## src/rtl/rv_pkg.sv

```systemverilog
// Shared RV32I sequencer definitions: state encoding, NOP, default width, opcode classes.
package rv_pkg;

   localparam int unsigned XlenDefault = 32;

   // addi x0, x0, 0
   localparam logic [31:0] Nop = 32'h0000_0013;

   // Major opcode classes shared with the decoder
   localparam logic [6:0] OpcLoad   = 7'b0000011;
   localparam logic [6:0] OpcStore  = 7'b0100011;
   localparam logic [6:0] OpcOpImm  = 7'b0010011;
   localparam logic [6:0] OpcOp     = 7'b0110011;
   localparam logic [6:0] OpcBranch = 7'b1100011;
   localparam logic [6:0] OpcJal    = 7'b1101111;
   localparam logic [6:0] OpcJalr   = 7'b1100111;
   localparam logic [6:0] OpcLui    = 7'b0110111;
   localparam logic [6:0] OpcAuipc  = 7'b0010111;

   typedef enum logic [2:0] {
      StFetch,
      StDecode,
      StExec,
      StMem,
      StWb,
      StHalt
   } seq_state_e;

endpackage

```

## src/rtl/seq_pc.sv

```systemverilog
// Program counter: reset-vector load, next-PC select and branch-target alignment check.
module seq_pc
   import rv_pkg::*;
#(
   parameter int unsigned    XLEN     = XlenDefault,
   parameter logic [XLEN-1:0] RESET_PC = '0
) (
   input  logic            clk_i,
   input  logic            rst_ni,
   input  logic            adv_i,
   input  logic            branch_taken_i,
   input  logic [XLEN-1:0] branch_target_i,
   output logic [XLEN-1:0] pc_o,
   output logic            misaligned_o
);

   logic [XLEN-1:0] pc_q;
   logic [XLEN-1:0] pc_d;

   // Taken targets must be word aligned; a misaligned one stops the core
   always_comb begin
      misaligned_o = branch_taken_i && (branch_target_i[1:0] != 2'b00);
      pc_d         = branch_taken_i ? branch_target_i : pc_q + XLEN'(4);
   end

   // PC only moves when an instruction retires
   always_ff @(posedge clk_i or negedge rst_ni) begin
      if (!rst_ni) begin
         pc_q <= RESET_PC;
      end else if (adv_i) begin
         pc_q <= pc_d;
      end
   end

   assign pc_o = pc_q;

endmodule

```

## src/rtl/mc_sequencer.sv

```systemverilog
// Multi-cycle fetch/decode/execute/memory/write-back sequencer for the RV32I core.
module mc_sequencer
   import rv_pkg::*;
#(
   parameter int unsigned     XLEN     = XlenDefault,
   parameter logic [XLEN-1:0] RESET_PC = '0,
   parameter int unsigned     CNT_W    = 32
) (
   input  logic             clk_i,
   input  logic             rst_ni,
   output logic             imem_req_o,
   output logic [XLEN-1:0]  imem_addr_o,
   input  logic             imem_ready_i,
   input  logic [31:0]      imem_rdata_i,
   output logic [31:0]      instr_o,
   input  logic             dec_w_enable_i,
   input  logic             dec_is_load_i,
   input  logic             dec_is_store_i,
   input  logic             dec_illegal_i,
   input  logic [XLEN-1:0]  alu_y_i,
   input  logic             branch_taken_i,
   input  logic [XLEN-1:0]  branch_target_i,
   input  logic [XLEN-1:0]  rs2_data_i,
   output logic             dmem_req_o,
   output logic             dmem_we_o,
   output logic [XLEN-1:0]  dmem_addr_o,
   output logic [XLEN-1:0]  dmem_wdata_o,
   input  logic             dmem_ready_i,
   input  logic [XLEN-1:0]  dmem_rdata_i,
   output logic             rf_we_o,
   output logic [XLEN-1:0]  rf_wdata_o,
   output logic [XLEN-1:0]  pc_o,
   output logic             retire_o,
   output logic [CNT_W-1:0] retired_o,
   output logic             halted_o
);

   seq_state_e       state_q;
   logic [31:0]      instr_q;
   logic [XLEN-1:0]  result_q;
   logic [CNT_W-1:0] retired_q;
   logic             misaligned;
   logic             wb_ok;

   assign wb_ok = (state_q == StWb) && !misaligned;

   seq_pc #(
      .XLEN     (XLEN),
      .RESET_PC (RESET_PC)
   ) u_seq_pc (
      .clk_i           (clk_i),
      .rst_ni          (rst_ni),
      .adv_i           (wb_ok),
      .branch_taken_i  (branch_taken_i),
      .branch_target_i (branch_target_i),
      .pc_o            (pc_o),
      .misaligned_o    (misaligned)
   );

   // Per-instruction state machine with instruction, result and retire-count registers
   always_ff @(posedge clk_i or negedge rst_ni) begin
      if (!rst_ni) begin
         state_q   <= StFetch;
         instr_q   <= Nop;
         result_q  <= '0;
         retired_q <= '0;
      end else begin
         case (state_q)
            StFetch: begin
               if (imem_ready_i) begin
                  instr_q <= imem_rdata_i;
                  state_q <= StDecode;
               end
            end
            StDecode: state_q <= dec_illegal_i ? StHalt : StExec;
            StExec: begin
               result_q <= alu_y_i;
               state_q  <= (dec_is_load_i || dec_is_store_i) ? StMem : StWb;
            end
            StMem: begin
               if (dmem_ready_i) begin
                  if (dec_is_load_i) begin
                     result_q <= dmem_rdata_i;
                  end
                  state_q <= StWb;
               end
            end
            StWb: begin
               if (misaligned) begin
                  state_q <= StHalt;
               end else begin
                  retired_q <= retired_q + CNT_W'(1);
                  state_q   <= StFetch;
               end
            end
            StHalt:  state_q <= StHalt;
            default: state_q <= StHalt;
         endcase
      end
   end

   // Handshake and write-back controls decoded from state; reset masks the fetch request
   always_comb begin
      imem_req_o   = (state_q == StFetch) && rst_ni;
      imem_addr_o  = pc_o;
      dmem_req_o   = (state_q == StMem);
      dmem_we_o    = (state_q == StMem) && dec_is_store_i;
      dmem_addr_o  = result_q;
      dmem_wdata_o = rs2_data_i;
      rf_we_o      = wb_ok && dec_w_enable_i && !dec_is_store_i;
      rf_wdata_o   = result_q;
      retire_o     = wb_ok;
      halted_o     = (state_q == StHalt);
   end

   assign instr_o   = instr_q;
   assign retired_o = retired_q;

endmodule
```

## config.mk

```make
export PLATFORM = sky130hd
export DESIGN_NAME = mc_sequencer
export DESIGN_NICKNAME = d
export VERILOG_FILES = /design/src/rtl/rv_pkg.sv /design/src/rtl/seq_pc.sv /design/src/rtl/mc_sequencer.sv
export SDC_FILE = /design/constraint.sdc
export NUM_CORES = 1
export LEC_CHECK = 0
export CORE_AREA = 2 2 154 156
export DETAILED_ROUTE_END_ITERATION = 8
export DIE_AREA = 0 0 156 158
export GPL_ROUTABILITY_DRIVEN = 1
export PLACE_DENSITY = 0.67
export SLEW_MARGIN = 20
export SYNTH_ARGS = -nofsm -noshare
export SYNTH_HDL_FRONTEND = slang
export SYNTH_SLANG_ARGS = --single-unit
```

## constraint.sdc

```tcl
create_clock -name clk_i -period 3.2 [get_ports clk_i]
set_input_delay 0.64 -clock clk_i [delete_from_list [all_inputs] [get_ports clk_i]]
set_output_delay 0.64 -clock clk_i [all_outputs]
set_load 0.05 [all_outputs]
```

==> metrics.cfg <==
[clock_network]
clockBufferDepth = 2
cts_tree = done
cts_root_buf = clkbuf_16
cts_buffers = 17
cts_max_level = 4
clk-insertion-delay-late_ns = 0.41
post_cts_buffers = 0
clk_pin_slew_ns = 0.07
ctsResizeCount = 0
cts_sinks = 131
holdBufCountCts = 0

[synthesis]
yosysTopAreaCellShare = 0.4541
synth.avg_cell_area_um2 = 9.570
synthMuxAreaShare = 0.06386
yosysUniqueCellTypes = 58
syn_inst = 737
synth_edf_count = 0
synth_warnings = 0
synth_top_family_by_area = simple AND/OR/NAND/NOR gates
synth_top_area_cell = dfrtp_1
ys_top_cells_by_area = dfrtp_1 (45%), buf_4 (10%), mux2_2 (5.1%)
ys_ff_latch = 131
synth_most_common_cell = dfrtp_1
synth_xor_area_frac = 0.04098
synthTopCellsByCount = dfrtp_1 (128), buf_4 (96), nand2_1 (90), nor2_1 (52), o21ai_0 (52)
synth-compound-area-share = 0.1291
ys_seq_area_frac = 0.4653
synth-simple-area-share = 0.1611
synth-main-ff-cell = dfrtp_1
synth_adder_area_share = 0.003548
synth_area_mm2 = 0.007053
postSynth.asyncResetShare = 1.000
synth_nets = 908

[floorplan]
io_pins = 399
die_w_um = 156
initial_core_util = 0.3060
die_y_um = 158
fp-row-count = 56
core_area_mm2 = 0.02305
die-area_mm2 = 0.02465

[job]
drv_cap = 0

[final_layout]
final_nets = 1142
antennaDiodeCount = 0
syn_to_final_growth_pct = 51.32
postLayoutCellArea_mm2 = 0.01067
layout-drive-gt1-share = 0.1006
fillers = 2208

[detailed_routing]
postRouteAntennaNets = 0
dr.pass1.iters = 8
drtIter0Drc = 279
vias_per_cell = 4.889
drt-wirelength-per-cell_um = 17.68
vias = 6229
drc_errors = 0
drt_wl_total_um = 22520

[global_route]
grt.total_usage = 0.1766
grt_start_max_net_pins = 132
grt_pass1_vias = 5987
antenna_found_initial = 1
overflow = 0
grt_pass1_wl_um = 33930

[power_and_ir_drop]
p_leak_nw = 4.282
power_density_mw_per_mm2 = 1161
ir_drop_mv = 0.5722

[sta]
grt_setup_unrepaired = false
worst_pin_slew_ns = 0.7405
whs_ns = 0.3660
max_freq_mhz = 343.1
drv_slew = 0
final.min_clock_period_ns = 2.915
max_slew_margin = 0.5063
setup_slack_ns = 0.2850
fin_setup_tns_ns = 0
setup_viol = 0
clock_skew_ns = 0.01418
fin_crit_sh = 0.9109
hold_viol = 0

[critical_path]
critPathMaxFanout = 11
startpoint_type = register
crit_path_end_kind = output port
worstSetupPathType = reg -> out
cp.arrival_ns = 2.27
r2r_cells = 5
critPathRequiredTime_ns = 2.56

[place]
io_buffers = 334
dp_hpwl_um = 16500
place_congestion = 0.8228
place_area_mm2 = 0.01002
post-place-ws_ns = 0.3837

[min_path]
hp-class = in -> async

[status]
outcome = completed

path summary, 6_finish.rpt:
kind	startpoint	to	slack, ns
worst max-delay path	state_q[1]$_DFFE_PN0P_	dmem_we_o	0.29
worst min-delay path	rst_ni	retired_o[8]$_DFFE_PN0P_	0.37
worst max register to register	state_q[0]$_DFFE_PN0P_	u_seq_pc.pc_o[23]$_DFFE_PN0P_	0.99
worst min register to register	retired_o[31]$_DFFE_PN0P_	retired_o[31]$_DFFE_PN0P_	0.48
max in group asynchronous	rst_ni	dmem_addr_o[6]$_DFFE_PN0P_	2.27
min in group clk_i	retired_o[31]$_DFFE_PN0P_	retired_o[31]$_DFFE_PN0P_	0.48
metal layers:
metal  vias to the layer above  global-route usage  part of all wire
li1                       2973                   -                 -
met1                      2987              0.2160              0.42
met2                       248              0.3068              0.50
met3                        21             0.04845             0.070
met4                         0             0.04849             0.012
met5                         -                   0                 0
registers in the layout (all words and copies together) (netlist names):
name,cells
u_seq_pc.pc_o,32
dmem_addr_o,32
state_q,3
instr_o,32
retired_o,32
cells by family (layout without fill, tap and decap cells):
group,count (synthesis),after routing
compound gates,149,149
xor+xnor,33,33
fa+ha+maj,2,2
buf+inv,146,393
flops,131,131
mux,41,41
simple gates,235,235
power by group:
part	total [W]	switching (W)	leakage, nW	internal (W)
combinational	0.00721	0.00477	2.33	0.00244
clock	0.00220	0.000799	0.320	0.00140
sequential	0.00298	0.000685	1.64	0.00230
placed cells by master (no fill, tap or decap), drive strengths merged, types with 6 or more instances in the layout:
cell	Yosys	final
clkdlybuf4s50	0	330
dfrtp	128	128
nand2	91	91
o21ai	52	52
nor2	52	52
a31oi	36	36
mux2	32	32
a21oi	26	26
nand3	20	20
xnor2	19	19
buf	114	19
clkbuf	20	18
inv	12	16
xor2	14	14
and4	14	14
nor3	13	13
and2	12	12
nand4	11	11
mux2i	9	9
and3	9	9
o22ai	7	7
a32oi	6	6
layout make-up:
class	instances	area [um2]	area share
Clock buffer	18	429.2	0.04021
Clock inverter	14	225.2	0.02110
Inverter	12	45.04	0.004220
Multi-Input combinational cell	460	2829	0.2651
Sequential cell	131	3282	0.3075
Tap cell	290	362.8	0.03400
Timing Repair Buffer	349	3500	0.3279
critical path, stage by stage (launching register included):
cell,delay (ns)
dfrtp_1,0.51
nand2b_1,0.22
nor2_2,0.20
and2_1,0.14
clkdlybuf4s50_1,0.79
per-stage QoR:
stage | util | power (W) | std cells
3_3_place_gp | 0.4346 | 0.01019 | 1242
6_report | 0.4630 | 0.01239 | 1274
3_5_place_dp | 0.4346 | 0.01026 | 1242
4_1_cts | 0.4630 | 0.01251 | 1274
5_1_grt | 0.4630 | 0.01294 | 1274
2_1_floorplan | - | 0.008186 | 737
Note: power is estimated with default switching activity, not from simulation.
